<file path="src/rtl/minisys_pkg.sv">
//------------------------------------------------------------------------------
// minisys_pkg
// Shared declarations for MiniSys-1A peripherals.
//   uart_rx_state_t : receive deframer states
//   UART_OVS        : oversample ticks per bit
//   UART_DATA_BITS  : data bits per character
//   uart_div()      : clocks per oversample tick for a given clock/baud
//------------------------------------------------------------------------------
`timescale 1ns/1ps
package minisys_pkg;

   typedef enum logic [2:0] {
      IDLE      = 3'd0,
      START     = 3'd1,
      DATA      = 3'd2,
      STOP      = 3'd3,
      WAIT_HIGH = 3'd4
   } uart_rx_state_t;

   localparam int UART_OVS       = 16;
   localparam int UART_DATA_BITS = 8;

   // Truncating divide: the residual rate error is absorbed by mid-bit sampling.
   function automatic int uart_div(input int clk_freq, input int baud,
                                   input int ovs = UART_OVS);
      return clk_freq / (baud * ovs);
   endfunction

endpackage

</file>
<file path="src/rtl/sync_fifo.sv">
//------------------------------------------------------------------------------
// sync_fifo
// First-word-fall-through FIFO: the head entry is always visible on rd_data.
//   clk, rst        : clock, asynchronous active-low reset
//   push, wr_data   : write request and data (dropped when full unless pop)
//   pop             : consume head entry (ignored when empty)
//   rd_data         : head entry, all zeros when empty
//   full, empty     : occupancy flags
//   count           : entries held, 0..DEPTH
//------------------------------------------------------------------------------
`timescale 1ns/1ps
module sync_fifo #(
   parameter int WIDTH = 8,
   parameter int DEPTH = 16
) (
   input  logic                     clk,
   input  logic                     rst,
   input  logic                     push,
   input  logic [WIDTH-1:0]         wr_data,
   input  logic                     pop,
   output logic [WIDTH-1:0]         rd_data,
   output logic                     full,
   output logic                     empty,
   output logic [$clog2(DEPTH):0]   count
);

   localparam int AW = $clog2(DEPTH);
   localparam int CW = AW + 1;

   logic [WIDTH-1:0] mem [DEPTH];
   logic [AW-1:0]    wr_ptr_reg;
   logic [AW-1:0]    rd_ptr_reg;
   logic [CW-1:0]    count_reg;
   logic             push_ok;
   logic             pop_ok;

   assign full  = (count_reg == CW'(DEPTH));
   assign empty = (count_reg == '0);
   assign count = count_reg;

   // A pop frees the slot in the same cycle, so a push into a full FIFO
   // still succeeds when accompanied by a pop.
   assign pop_ok  = pop & ~empty;
   assign push_ok = push & (~full | pop_ok);

   assign rd_data = empty ? '0 : mem[rd_ptr_reg];

   always_ff @(posedge clk) begin
      if (push_ok) begin
         mem[wr_ptr_reg] <= wr_data;
      end
   end

   // Pointers wrap naturally because DEPTH is a power of two.
   always_ff @(posedge clk or negedge rst) begin
      if (!rst) begin
         wr_ptr_reg <= '0;
         rd_ptr_reg <= '0;
         count_reg  <= '0;
      end else begin
         if (push_ok) wr_ptr_reg <= wr_ptr_reg + AW'(1);
         if (pop_ok)  rd_ptr_reg <= rd_ptr_reg + AW'(1);
         case ({push_ok, pop_ok})
            2'b10:   count_reg <= count_reg + CW'(1);
            2'b01:   count_reg <= count_reg - CW'(1);
            default: count_reg <= count_reg;
         endcase
      end
   end

endmodule

</file>
<file path="src/rtl/uart_rx_ctrl.sv">
//------------------------------------------------------------------------------
// uart_rx_ctrl
// 8N1 UART receiver with 16x oversampling, FWFT receive FIFO, sticky errors.
//   clk, rst   : system clock, asynchronous active-low reset
//   uart_rx    : serial input, idle high, asynchronous to clk
//   rx_data    : FIFO head byte (0 when empty)
//   rx_ready   : FIFO not empty
//   rx_pop     : one-cycle strobe consuming the head byte
//   rx_count   : bytes held in the FIFO
//   frame_err  : sticky, stop bit sampled low
//   overrun    : sticky, byte arrived with FIFO full and no pop
//   err_clr    : clears both sticky flags (a simultaneous set wins)
//   rx_int     : rx_ready | frame_err | overrun
//------------------------------------------------------------------------------
`timescale 1ns/1ps
module uart_rx_ctrl
   import minisys_pkg::*;
#(
   parameter int CLK_FREQ   = 100_000_000,
   parameter int BAUD       = 115_200,
   parameter int OVS        = 16,
   parameter int FIFO_DEPTH = 16
) (
   input  logic                          clk,
   input  logic                          rst,
   input  logic                          uart_rx,
   output logic [7:0]                    rx_data,
   output logic                          rx_ready,
   input  logic                          rx_pop,
   output logic [$clog2(FIFO_DEPTH):0]   rx_count,
   output logic                          frame_err,
   output logic                          overrun,
   input  logic                          err_clr,
   output logic                          rx_int
);

   localparam int DIV = uart_div(CLK_FREQ, BAUD, OVS);
   localparam int TW  = (DIV > 1) ? $clog2(DIV) : 1;

   logic                      rx_meta_reg;
   logic                      rxs_reg;
   logic                      rxs_prev_reg;
   logic [TW-1:0]             tick_cnt_reg;
   logic                      tick;
   logic [3:0]                ovs_cnt_reg;
   logic [2:0]                bit_idx_reg;
   logic [UART_DATA_BITS-1:0] shift_reg;
   uart_rx_state_t            state_reg;
   uart_rx_state_t            state_next;
   logic                      frame_err_reg;
   logic                      overrun_reg;

   logic mid_start;
   logic mid_bit;
   logic start_det;
   logic start_ok;
   logic sample_bit;
   logic fifo_push;
   logic frame_set;
   logic fifo_full;
   logic fifo_empty;

   // Synchronizer and edge history preset high so reset release never
   // looks like a start edge.
   always_ff @(posedge clk or negedge rst) begin
      if (!rst) begin
         rx_meta_reg  <= 1'b1;
         rxs_reg      <= 1'b1;
         rxs_prev_reg <= 1'b1;
      end else begin
         rx_meta_reg  <= uart_rx;
         rxs_reg      <= rx_meta_reg;
         rxs_prev_reg <= rxs_reg;
      end
   end

   assign tick      = (tick_cnt_reg == TW'(DIV - 1));
   assign mid_start = tick & (ovs_cnt_reg == 4'd7);
   assign mid_bit   = tick & (ovs_cnt_reg == 4'd15);

   // Tick phase restarts on the start edge so every sample lands mid-bit.
   always_ff @(posedge clk or negedge rst) begin
      if (!rst) begin
         tick_cnt_reg <= '0;
      end else if (start_det || tick) begin
         tick_cnt_reg <= '0;
      end else begin
         tick_cnt_reg <= tick_cnt_reg + TW'(1);
      end
   end

   // State register
   always_ff @(posedge clk or negedge rst) begin
      if (!rst) state_reg <= IDLE;
      else      state_reg <= state_next;
   end

   // Next-state logic
   always_comb begin
      state_next = state_reg;
      case (state_reg)
         IDLE:      if (rxs_prev_reg && !rxs_reg) state_next = START;
         START:     if (mid_start) state_next = rxs_reg ? IDLE : DATA;
         DATA:      if (mid_bit && bit_idx_reg == 3'd7) state_next = STOP;
         STOP:      if (mid_bit) state_next = rxs_reg ? IDLE : WAIT_HIGH;
         WAIT_HIGH: if (rxs_reg) state_next = IDLE;
         default:   state_next = IDLE;
      endcase
   end

   // Output / control decode
   always_comb begin
      start_det  = 1'b0;
      start_ok   = 1'b0;
      sample_bit = 1'b0;
      fifo_push  = 1'b0;
      frame_set  = 1'b0;
      case (state_reg)
         IDLE:    start_det  = rxs_prev_reg & ~rxs_reg;
         START:   start_ok   = mid_start & ~rxs_reg;
         DATA:    sample_bit = mid_bit;
         STOP: begin
            fifo_push = mid_bit & rxs_reg;
            frame_set = mid_bit & ~rxs_reg;
         end
         default: ;
      endcase
   end

   // Oversample counter, bit index and LSB-first shift register
   always_ff @(posedge clk or negedge rst) begin
      if (!rst) begin
         ovs_cnt_reg <= '0;
         bit_idx_reg <= '0;
         shift_reg   <= '0;
      end else begin
         if (start_det || start_ok) begin
            ovs_cnt_reg <= '0;
            bit_idx_reg <= '0;
         end else begin
            if (tick)       ovs_cnt_reg <= ovs_cnt_reg + 4'd1;
            if (sample_bit) bit_idx_reg <= bit_idx_reg + 3'd1;
         end
         if (sample_bit) shift_reg <= {rxs_reg, shift_reg[UART_DATA_BITS-1:1]};
      end
   end

   // Sticky error flags; a set event in the same cycle as err_clr wins.
   always_ff @(posedge clk or negedge rst) begin
      if (!rst) begin
         frame_err_reg <= 1'b0;
         overrun_reg   <= 1'b0;
      end else begin
         if (frame_set)    frame_err_reg <= 1'b1;
         else if (err_clr) frame_err_reg <= 1'b0;
         if (fifo_push && fifo_full && !rx_pop) overrun_reg <= 1'b1;
         else if (err_clr)                      overrun_reg <= 1'b0;
      end
   end

   sync_fifo #(
      .WIDTH (UART_DATA_BITS),
      .DEPTH (FIFO_DEPTH)
   ) u_fifo (
      .clk     (clk),
      .rst     (rst),
      .push    (fifo_push),
      .wr_data (shift_reg),
      .pop     (rx_pop),
      .rd_data (rx_data),
      .full    (fifo_full),
      .empty   (fifo_empty),
      .count   (rx_count)
   );

   assign rx_ready  = ~fifo_empty;
   assign frame_err = frame_err_reg;
   assign overrun   = overrun_reg;
   assign rx_int    = rx_ready | frame_err_reg | overrun_reg;

endmodule
</file>
<file path="config.mk">
export PLATFORM = sky130hd
export DESIGN_NAME = uart_rx_ctrl
export DESIGN_NICKNAME = d
export VERILOG_FILES = /design/src/rtl/minisys_pkg.sv /design/src/rtl/sync_fifo.sv /design/src/rtl/uart_rx_ctrl.sv
export SDC_FILE = /design/constraint.sdc
export NUM_CORES = 1
export LEC_CHECK = 0
export CAP_MARGIN = 10
export CORE_MARGIN = 4
export CORE_UTILIZATION = 55
export DETAILED_ROUTE_END_ITERATION = 8
export MAX_ROUTING_LAYER = met4
export PLACE_DENSITY = 0.77
export SKIP_LAST_GASP = 1
export SYNTH_ARGS = -nofsm -noshare
export SYNTH_HDL_FRONTEND = slang
export SYNTH_SLANG_ARGS = --single-unit
</file>
<file path="constraint.sdc">
create_clock -name clk -period 7.9 [get_ports clk]
set_input_delay 1.185 -clock clk [delete_from_list [all_inputs] [get_ports clk]]
set_output_delay 1.185 -clock clk [all_outputs]
set_load 0.1 [all_outputs]
</file>
Word level (Yosys, flattened, before mapping)
Memory sizes are Yosys's and may differ from the RTL's.
Index checks and enable logic that the tools add are counted.
{"block": "totals", "reg_bits": 42, "mem_bits_rw": 128, "inputBits": 5, "wordCells": 92, "mem_count": 1}
{"block": "op_classes", "n_addsub": 7, "eq_ne": 16, "mux": 25, "n_bitwise": 14, "n_reduce_logical": 16}
{"memory": "u_fifo.mem", "words": 16, "width": 8, "read_ports": 1, "rd_clocked_by_memory_dff": 0, "wr": 1, "line": "sync_fifo.sv:30", "rtl": "logic [WIDTH-1:0] mem [DEPTH];"}
{"op": "2-to-1 mux 3 bit", "count": 8}
{"op": "case mux 3 bit (5 select lines)", "count": 1}
{"op": "adder 4 x 1 -> 4 bit, second input constant", "count": 3}
{"op": "2-to-1 mux 1 bit", "count": 10}
{"op": "inequality test 2 bit, second input constant", "count": 5}
{"op": "case mux 5 bit (2 select lines)", "count": 1}
{"op": "nonzero test 2 bit", "count": 5}
{"op": "bitwise AND 1 bit", "count": 8}
{"op": "2-to-1 mux 4 bit", "count": 2}
{"op": "2-to-1 mux 8 bit", "count": 1}
{"op": "adder 6 x 1 -> 6 bit, second input constant", "count": 1}
{"op": "equality test 3 x 2 -> 1 bit, second input constant", "count": 2}
{"op": "equality test 3 bit, second input constant", "count": 2}
{"op": "equality test 6 bit, second input constant", "count": 1}
{"op": "2-to-1 mux 6 bit", "count": 1}
{"op": "adder 5 x 1 -> 5 bit, second input constant", "count": 1}
{"op": "equality test 5 bit, second input constant", "count": 1}
{"op": "logical NOT 5 bit", "count": 1}
{"op": "AND reduction 5 bit", "count": 1}
{"op": "subtractor 5 x 1 -> 5 bit, second input constant", "count": 1}
{"op": "equality test 4 x 3 -> 1 bit, second input constant", "count": 1}
{"op": "equality test 4 bit, second input constant", "count": 1}
{"op": "logical AND 1 bit", "count": 4}
{"op": "adder 3 x 1 -> 3 bit, second input constant", "count": 1}
{"op": "other kinds (9)", "count": 15}

Longest topological paths before layout
Gate-level depths: netlist of the first run.
{"block": "depth", "depth_word": 7, "depth_mapped": 11}

Modules after synthesis
From an unflattened synthesis of the first run, not the netlist that was laid out.
{"block": "hier_totals", "cells_unflattened": 417, "hier_area_um2": 7239.4}
{"module": "sync_fifo", "n_inst": 1, "cells_each": 302, "area_each_um2": 5878.1}
{"module": "uart_rx_ctrl", "n_inst": 1, "cells_each": 115, "area_each_um2": 1361.3}

Worst setup path after synthesis of the first run
OpenSTA, ideal clock, no wires.
{"block": "synth_path", "path_kind": "reg2out", "from": "register u_fifo.count_reg[1] (netlist: u_fifo.count[1])", "to": "output port rx_data[3]", "t_arrival_ns": 3.643, "t_required_ns": 6.715, "path_slack_ns": 3.072, "path_stages_with_launch": 6, "path_buffers": 1, "cell_sequence": "dfrtp_1 -> or4_4 -> or2_0 -> buf_2 -> nand2_1 -> o22ai_1"}
{"block": "synth_via", "elab_chain_len": 2}
{"element": "start: declaration", "line": "sync_fifo.sv:33", "rtl": "logic [CW-1:0] count_reg;"}
{"element": "start signal: assignment", "line": "sync_fifo.sv:64", "rtl": "2'b10: count_reg <= count_reg + CW'(1);"}
{"element": "start signal: assignment", "line": "sync_fifo.sv:65", "rtl": "2'b01: count_reg <= count_reg - CW'(1);"}
{"element": "start signal: assignment", "line": "sync_fifo.sv:66", "rtl": "default: count_reg <= count_reg;"}
{"element": "logical NOT 5 bit", "line": "sync_fifo.sv:38", "rtl": "assign empty = (count_reg == '0);"}
{"element": "2-to-1 mux 8 bit", "line": "sync_fifo.sv:46", "rtl": "assign rd_data = empty ? '0 : mem[rd_ptr_reg];"}
{"element": "end: declaration", "line": "uart_rx_ctrl.sv:27", "rtl": "output logic [7:0] rx_data,"}
No other way between the ends.

Worst setup path after layout of the first run
{"block": "layout_path", "from": "register u_fifo.rd_ptr_reg[1]", "to": "output port rx_data[6]"}
{"block": "layout_via", "elab_chain_len": 2}
{"element": "start: declaration", "line": "sync_fifo.sv:32", "rtl": "logic [AW-1:0] rd_ptr_reg;"}
{"element": "start signal: assignment", "line": "sync_fifo.sv:62", "rtl": "if (pop_ok) rd_ptr_reg <= rd_ptr_reg + AW'(1);"}
{"element": "memory read (16 x 8 bit)"}
{"element": "2-to-1 mux 8 bit", "line": "sync_fifo.sv:46"}
No other way between the ends.

==> results.cfg, run 1 <==
[route]
wire_per_inst_um = 20.9
drtPass1Iterations = 4
drt_iter0_markers = 284
drc = 0
via_per_inst = 5.93
routed-via-count = 3611
wirelength_um = 12700
antenna_left = 0

[setup_path]
timing.setup.critical_path_class = reg -> out
cp-end-kind = primary output
cp_data_arrival_time_ps = 3360
max_stage_delay_ps = 1180
crit_slowest_cell = clkdlybuf4s50_1
startpoint_type = flip-flop
critPathRequiredTime_ps = 6710
r2r_start = tick_cnt_reg[1]
worst-path-buf-inv = 2
reg2reg_to = u_fifo.mem[13][3]
cp_top_family = buffers and inverters
rrSetupSlack_ps = 4870
crit_path_max_fanout = 22
r2r_cells = 7
crit_chain = buf_4, mux4_2, mux2i_1, o22ai_1, clkdlybuf4s50_1

[clocking]
cts_sinks = 170
cts_resized = 0
clockRootBuffer = clkbuf_16
cts_tree = done
numCtsBuffers = 17
clk_pin_slew_worst_paths_ps = 60
hold_buffers = 0
postCtsSetupRepairBufs = 0
h-tree-depth = 4
cts_buffer_depth = 2
clk_latency_ps = 420

[placed_design]
port_buffers = 21
gp_congestion = 0.770
dp_cells = 577
dpl_cell_area_mm2 = 0.00736
place_hpwl_um = 8080

[grt]
grt_pass1_wl_um = 20500
grtUsageMet3_pct = 5.43
grt-ovfl-total = 0
grt_max_degree = 43
use_met2_pct = 29.8
use_met1_pct = 26.7
grt_usage_pct = 19.8
antenna_found_initial = 0
top_usage_layer = met2
grt_pass1_vias = 3691

[status]
status = finished clean

[timing]
hold_viol = 0
holdWs_ps = 360
clock_skew_ps = 6.98
drv_slew = 0
fin_crit_sh_pct = 57.5
maxSlewHeadroom_pct = 33.8
rsz0062_at_grt = no
tightestPinTransition_ps = 993
setup_viol = 0
final.setup.tns_ps = 0
max_freq_mhz = 220
fin_crit_ps = 4540

[logic_synthesis]
synth_top_area_share_pct = 55.1
synth_cells = 399
ys_seq_area_share_pct = 70.2
syn-num-nets = 415
synth-edff-count = 128
synthTopCellsByArea = edfxtp_1 55%, dfrtp_1 14%, mux4_2 10%
synth.avg_cell_area_um2 = 17.5
synth_top_area_cell = edfxtp_1
ys_seq_elements = 170
ys_warn_count = 0
yosysUniqueCellTypes = 49
async_reset_ff_share_pct = 24.7
ys.flop_type = edfxtp_1
syn_area_mm2 = 0.00697

[hold_path]
hold_path.class = reg -> reg
whs_path_depth = 0
whs_endpoint = rxs_reg
hold_path.startpoint = rx_meta_reg

[final_layout]
final_cells = 609
area_growth_pct = 14.1
fin_nets = 444
mostFrequentLayoutCells = 128 x edfxtp_1, 38 x dfrtp_1, 32 x mux4_2
multiInputGateArea_mm2 = 0.00198
fin_util_pct = 65.2
layout_commonest_cell = edfxtp_1
fin_area_mm2 = 0.00796
largest_reg_flops = 128
drive_above_1_share_pct = 19.7
area.sequential_mm2 = 0.00490
fillers = 869
antenna_cells = 0

[floorplan]
io_pins = 22
coreArea_mm2 = 0.0122
rows = 40
die_w_um = 121
fp.dieH_um = 121
start_util_pct = 57.1
die-area_mm2 = 0.0145

[power_and_ir_drop]
p_leak_nw = 3.15
vdd_drop_max_v = 0.000396
p_per_area_mw_per_mm2 = 297

[run]
maxCapViolCount = 0
## cell families after synthesis
group | Yosys count | synth area share (%)
XOR/XNOR | 18 | 2.26
flip-flops | 170 | 70.2
AO/OA/AOI/OAI | 29 | 2.93
buffers and inverters | 23 | 1.36
multiplexers | 60 | 14.6
adder cells (fa/ha/maj) | 11 | 1.97
AND/OR/NAND/NOR | 88 | 6.64
## metal layers
layer  wire length, um  part of all wire, %
met4               218                  1.7
met5                 0                    0
met2              6430                   50
met3               778                  6.1
met1              5310                   42
## Yosys cell counts (2+ instances only)
master and instances:
and2_1 3, o21ai_0 6, o211ai_1 2, nor3_1 7
nand2b_1 4, o22ai_1 8, a32o_1 2, dfstp_2 3
mux4_2 32, xnor2_1 10, ha_1 11, buf_1 3
and3_1 2, buf_2 7, nand3_1 10, nor2b_1 3
edfxtp_1 128, mux2_2 9, mux2i_1 18, nor2_1 28
dfrtp_1 39, clkbuf_1 7, nand2_1 12, and4b_1 2
inv_1 6, nand4_1 6, a21oi_1 2, xor2_1 8
## power by group
part           internal [W]  total, W  switching (W)
Combinational      0.000177  0.000442       0.000266
Clock              0.000498  0.000835       0.000336
Sequential         0.000994   0.00108      0.0000888
Total               0.00167   0.00236       0.000690
## layout make-up
type | count | share of cell area [%]
clock inverter | 14 | 2.11
multi-input combinational | 206 | 24.9
inverter | 6 | 0.283
timing repair buffer | 27 | 3.14
clock buffer | 18 | 5.39
tap | 168 | 2.64
sequential | 170 | 61.6
## worst max-delay path by stage
stage / from / end / slack (ps) / depth (start not counted)
finish: u_fifo.rd_ptr_reg[1] / rx_data[6] / 3360 / 5
global route: u_fifo.rd_ptr_reg[1] / rx_data[3] / 3230 / 5
CTS: u_fifo.rd_ptr_reg[1] / rx_data[3] / 3340 / 5
detailed placement: u_fifo.rd_ptr_reg[1] / rx_data[3] / 3800 / 5
global placement: u_fifo.rd_ptr_reg[1] / rx_data[6] / 3830 / 5
floorplan: u_fifo.count[1] / rx_data[3] / 3070 / 5
## per-stage QoR
| stage | setup slack [ps] | power (W) |
|---|---|---|
| 2_1_floorplan | 3070 | 0.00145 |
| 5_1_grt | 3230 | 0.00246 |
| 6_report | 3360 | 0.00236 |
| 4_1_cts | 3340 | 0.00238 |
| 3_5_place_dp | 3800 | 0.00155 |
| 3_3_place_gp | 3830 | 0.00153 |
(Power assumes the default switching activity.)
==> inputs of run 2 (changes only) <==
==> constraint.sdc (replaced) <==
create_clock -name clk -period 4.46 [get_ports clk]
set_input_delay 0.669 -clock clk [delete_from_list [all_inputs] [get_ports clk]]
set_output_delay 0.669 -clock clk [all_outputs]
set_load 0.1 [all_outputs]
==> results.cfg, run 2 (synthesis results as in run 1) <==
[setup_path]
worst-path-buf-inv = 1
crit_slowest_cell = clkdlybuf4s50_1
crit_chain = or4_4, or2_0, or3_1, clkdlybuf4s50_1
crit_cells = 4
cp-end-kind = primary output
r2r_cells = 7
startpoint_type = flip-flop
cp_top_family = simple AND/OR/NAND/NOR gates
max_stage_delay_ps = 970
critPathRequiredTime_ps = 3790
timing.setup.critical_path_class = reg -> out
crit_path_max_fanout = 6
cp_data_arrival_time_ps = 3090

[clocking]
clockRootBuffer = clkbuf_16
clk_latency_ps = 420
cts_sinks = 170
postCtsSetupRepairBufs = 0
cts_resized = 0
clk_pin_slew_worst_paths_ps = 60
cts_buffer_depth = 2
cts_tree = done
numCtsBuffers = 17
hold_buffers = 0
h-tree-depth = 4

[route]
wire_per_inst_um = 21.0
antenna_left = 0
routed-via-count = 3539
wirelength_um = 12800
drc = 0
via_per_inst = 5.82
drtPass1Iterations = 5
drt_iter0_markers = 268

[placed_design]
dp_cells = 575
place_hpwl_um = 7800
place_ws_ps = 1140
dpl_cell_area_mm2 = 0.00733
port_buffers = 21
gp_congestion = 0.814

[final_layout]
antenna_cells = 0
drive_above_1_share_pct = 22.3
largest_reg_flops = 128
layout_commonest_cell = edfxtp_1
area_growth_pct = 14.5
fin_area_mm2 = 0.00798
fillers = 851
final_cells = 608
area.sequential_mm2 = 0.00490
multiInputGateArea_mm2 = 0.00198
mostFrequentLayoutCells = 128 x edfxtp_1, 37 x dfrtp_1, 32 x mux4_2
fin_nets = 443

[floorplan]
coreArea_mm2 = 0.0122
start_util_pct = 57.1
die-area_mm2 = 0.0145
io_pins = 22
die_w_um = 121
rows = 40
fp.dieH_um = 121

[timing]
worst_slack_ps = 696
rsz0062_at_grt = no
fin_crit_ps = 3760
clock_skew_ps = 8.73
final.setup.tns_ps = 0
hold_viol = 0
fin_crit_sh_pct = 84.4
max_freq_mhz = 266
drv_slew = 0
maxSlewHeadroom_pct = 28.5
tightestPinTransition_ps = 1070
setup_viol = 0

[power_and_ir_drop]
vdd_drop_max_v = 0.000990
p_sw_share_pct = 28.2
power_switching_w = 0.00121
combPwrFrac_pct = 16.4
p_per_area_mw_per_mm2 = 539
pwr-share-clk_pct = 37.0
p_leak_nw = 3.19
p_int_w = 0.00309
seqPwrFrac_pct = 46.6

[grt]
grt_pass1_wl_um = 20900
grt_usage_pct = 20.1
grt-ovfl-total = 0
grt_pass1_vias = 3625
antenna_found_initial = 0
grt_max_degree = 43

[hold_path]
hold_path.class = reg -> reg
whs_path_depth = 0

[status]
status = finished clean

[run]
maxCapViolCount = 0
-- run 2: changes by cell type in the layout (fill, tap and decap cells not counted) --
| cell | previous run | this run |
|---|---|---|
| inv_6 | 3 | 0 |
| buf_4 | 6 | 12 |
| clkbuf_1 | 1 | 0 |
| dfrtp_1 | 38 | 37 |
| clkdlybuf4s50_1 | 20 | 12 |
| clkinv_1 | 3 | 1 |
| clkinv_2 | 1 | 4 |
| clkbuf_8 | 0 | 2 |
| clkbuf_2 | 0 | 1 |
| dfrtp_2 | 1 | 2 |
| inv_8 | 1 | 0 |
| bufinv_16 | 3 | 5 |
-- run 2: final cells by class --
cell class | count | share of cell area (%)
Tap cell | 168 | 2.63
Multi-Input combinational cell | 206 | 24.8
Sequential cell | 170 | 61.4
Clock buffer | 19 | 5.67
Inverter | 6 | 0.282
Clock inverter | 13 | 2.48
Timing Repair Buffer | 26 | 2.76
-- run 2: routing by layer --
metal	track usage, %	vias to the layer above	wire (um)
met4	7.22	0	173
met2	30.9	102	6320
li1	-	1610	-
met3	3.65	15	632
met1	27.4	1812	5620
met5	-	-	0
-- run 2: path summary, 6_finish.rpt --
kind	startpoint	end	slack, ps
max	u_fifo.count[2]	rx_int	700
min	rx_meta_reg	rxs_reg	360
max reg2reg	tick_cnt_reg[1]	u_fifo.mem[2][3]	1420
min reg2reg	rx_meta_reg	rxs_reg	360
min in group asynchronous	rst	tick_cnt_reg[1]	370
max in group asynchronous	rst	u_fifo.rd_ptr_reg[0]	3450
-- run 2: power groups by stage --
stage	combinational, W	sequential, W	clock (W)
after floorplan	0.000535	0.00203	0
after global placement	0.000701	0.00203	0
after detailed placement	0.000711	0.00204	0
after CTS	0.000713	0.00201	0.00162
after global routing	0.000758	0.00204	0.00169
final	0.000707	0.00201	0.00159
-- run 2: worst reg2reg max path, delay by kind of cell (launching register included) --
kind | cells | cell delay [ps]
adder cells (fa/ha/maj) | 1 | 120
buffers and inverters | 1 | 60
flip-flops | 1 | 390
AND/OR/NAND/NOR | 5 | 2090
-- run 2: per-stage QoR --
stage,hold WS [ps],util (%),power (W)
4_1_cts,358,65.3,0.00434
6_report,357,65.4,0.00431
3_5_place_dp,351,60.0,0.00275
3_3_place_gp,346,60.0,0.00273
2_1_floorplan,345,-,0.00257
5_1_grt,364,65.4,0.00448
==> inputs of run 3 (changes only) <==
--- a/config.mk
+++ b/config.mk
@@ -10,7 +10,7 @@
 export CORE_UTILIZATION = 55
 export DETAILED_ROUTE_END_ITERATION = 8
 export MAX_ROUTING_LAYER = met4
-export PLACE_DENSITY = 0.77
+export PLACE_DENSITY = 0.79
 export SKIP_LAST_GASP = 1
 export SYNTH_ARGS = -nofsm -noshare
 export SYNTH_HDL_FRONTEND = slang
==> constraint.sdc (replaced) <==
create_clock -name clk -period 3.4 [get_ports clk]
set_input_delay 0.51 -clock clk [delete_from_list [all_inputs] [get_ports clk]]
set_output_delay 0.51 -clock clk [all_outputs]
set_load 0.1 [all_outputs]
==> results.cfg, run 3 (synthesis results as in run 1) <==
[timing]
tightestPinTransition_ps = 986
clock_skew_ps = 11.2
rsz0062_at_grt = no
fin_crit_sh_pct = 94.4
holdWs_ps = 223
maxSlewHeadroom_pct = 34.1
final.setup.tns_ps = 0
fin_crit_ps = 3210
hold_viol = 0
max_freq_mhz = 312
drv_slew = 0
setup_viol = 0

[final_layout]
fin_nets = 458
layout_commonest_cell = edfxtp_1
fillers = 815
antenna_cells = 0
area_growth_pct = 18.5
mostFrequentLayoutCells = 128 x edfxtp_1, 33 x dfrtp_1, 32 x mux4_2
drive_above_1_share_pct = 27.7
largest_reg_flops = 128
final_cells = 623

[status]
status = finished clean

[route]
drtPass1Iterations = 4
via_per_inst = 5.92
wire_per_inst_um = 21.9
wirelength_um = 13700
drc = 0
drt_iter0_markers = 381
routed-via-count = 3690
antenna_left = 0

[setup_path]
critPathRequiredTime_ps = 2890
crit_path_max_fanout = 18
crit_slowest_cell = dfrtp_2
max_stage_delay_ps = 750
cp-end-kind = primary output
timing.setup.critical_path_class = reg -> out
cp_data_arrival_time_ps = 2700
crit_chain = buf_4, mux4_2, mux2i_1, o22ai_4, buf_12
startpoint_type = flip-flop
rrSetupSlack_ps = 500

[clocking]
clk_latency_ps = 420
clockRootBuffer = clkbuf_16
cts_sinks = 170
cts_tree = done
h-tree-depth = 4
clk_pin_slew_worst_paths_ps = 60
cts_buffer_depth = 2
cts_resized = 0
hold_buffers = 0
numCtsBuffers = 17
postCtsSetupRepairBufs = 0

[floorplan]
rows = 40
fp.dieH_um = 121
die-area_mm2 = 0.0145
start_util_pct = 57.1
coreArea_mm2 = 0.0122
io_pins = 22
die_w_um = 121

[hold_path]
hold_path.class = in -> async

[power_and_ir_drop]
p_leak_nw = 3.26
vdd_drop_max_v = 0.000395
p_per_area_mw_per_mm2 = 681

[placed_design]
place_hpwl_um = 8510
port_buffers = 21
dp_cells = 591
gp_congestion = 0.780

[run]
maxCapViolCount = 0

[grt]
grt_pass1_vias = 3878
grt_max_degree = 43
antenna_found_initial = 0
grt-ovfl-total = 0
grt_usage_pct = 21.3
grt_pass1_wl_um = 21900
-- run 3: per-stage QoR --
stage	setup slack (ps)	power, W	util [%]	cell area (um^2)
floorplan	88.7	0.00344	-	7090
global placement	603	0.00369	62.7	7660
detailed placement	522	0.00373	62.7	7660
CTS	146	0.00567	67.7	8260
global route	11.5	0.00587	67.7	8260
finish	191	0.00562	67.7	8260
-- run 3: final timing paths --
path | startpoint | to | cells past startpoint
setup / recovery | u_fifo.rd_ptr_reg[0] | rx_data[1] | 5
hold reg to reg | rx_meta_reg | rxs_reg | 0
min in group clk | rx_meta_reg | rxs_reg | 0
setup reg to reg | tick_cnt_reg[1] | u_fifo.mem[12][6] | 7
hold / removal | rst | tick_cnt_reg[0] | 1
max in group asynchronous | rst | u_fifo.count[2] | 1
-- run 3: report_power, final --
part | switching [W] | leakage (nW) | internal, W | total (W)
combinational | 0.000724 | 0.945 | 0.000455 | 0.00118
clock | 0.000782 | 0.284 | 0.00116 | 0.00194
sequential | 0.000182 | 2.03 | 0.00232 | 0.00250
-- run 3: area by class of cell --
class                   instances  area [um^2]  area share, %
inverters                       6         22.5          0.273
repair buffers                 41          430           5.21
clock buffers                  19          433           5.24
well taps                     168          210           2.54
flip-flops and latches        170         4910           59.4
multi-input cells             206         2090           25.3
clock inverters                13          170           2.06
-- run 3: critical path: cells and delay by family, from the launching register on --
family                 cells  cell delay, ps
DFF                        1             750
buffers and inverters      2             490
AOI/OAI and AO/OA          1             120
muxes                      2             900
-- run 3: per-layer routing --
metal,part of all wire [%],vias up,routed length (um),GRT usage [%]
met4,1.6,0,218,7.29
met5,0,-,0,-
met1,41,1929,5630,27.4
met3,4.9,20,670,5.29
met2,52,104,7140,33.6
li1,-,1637,-,-
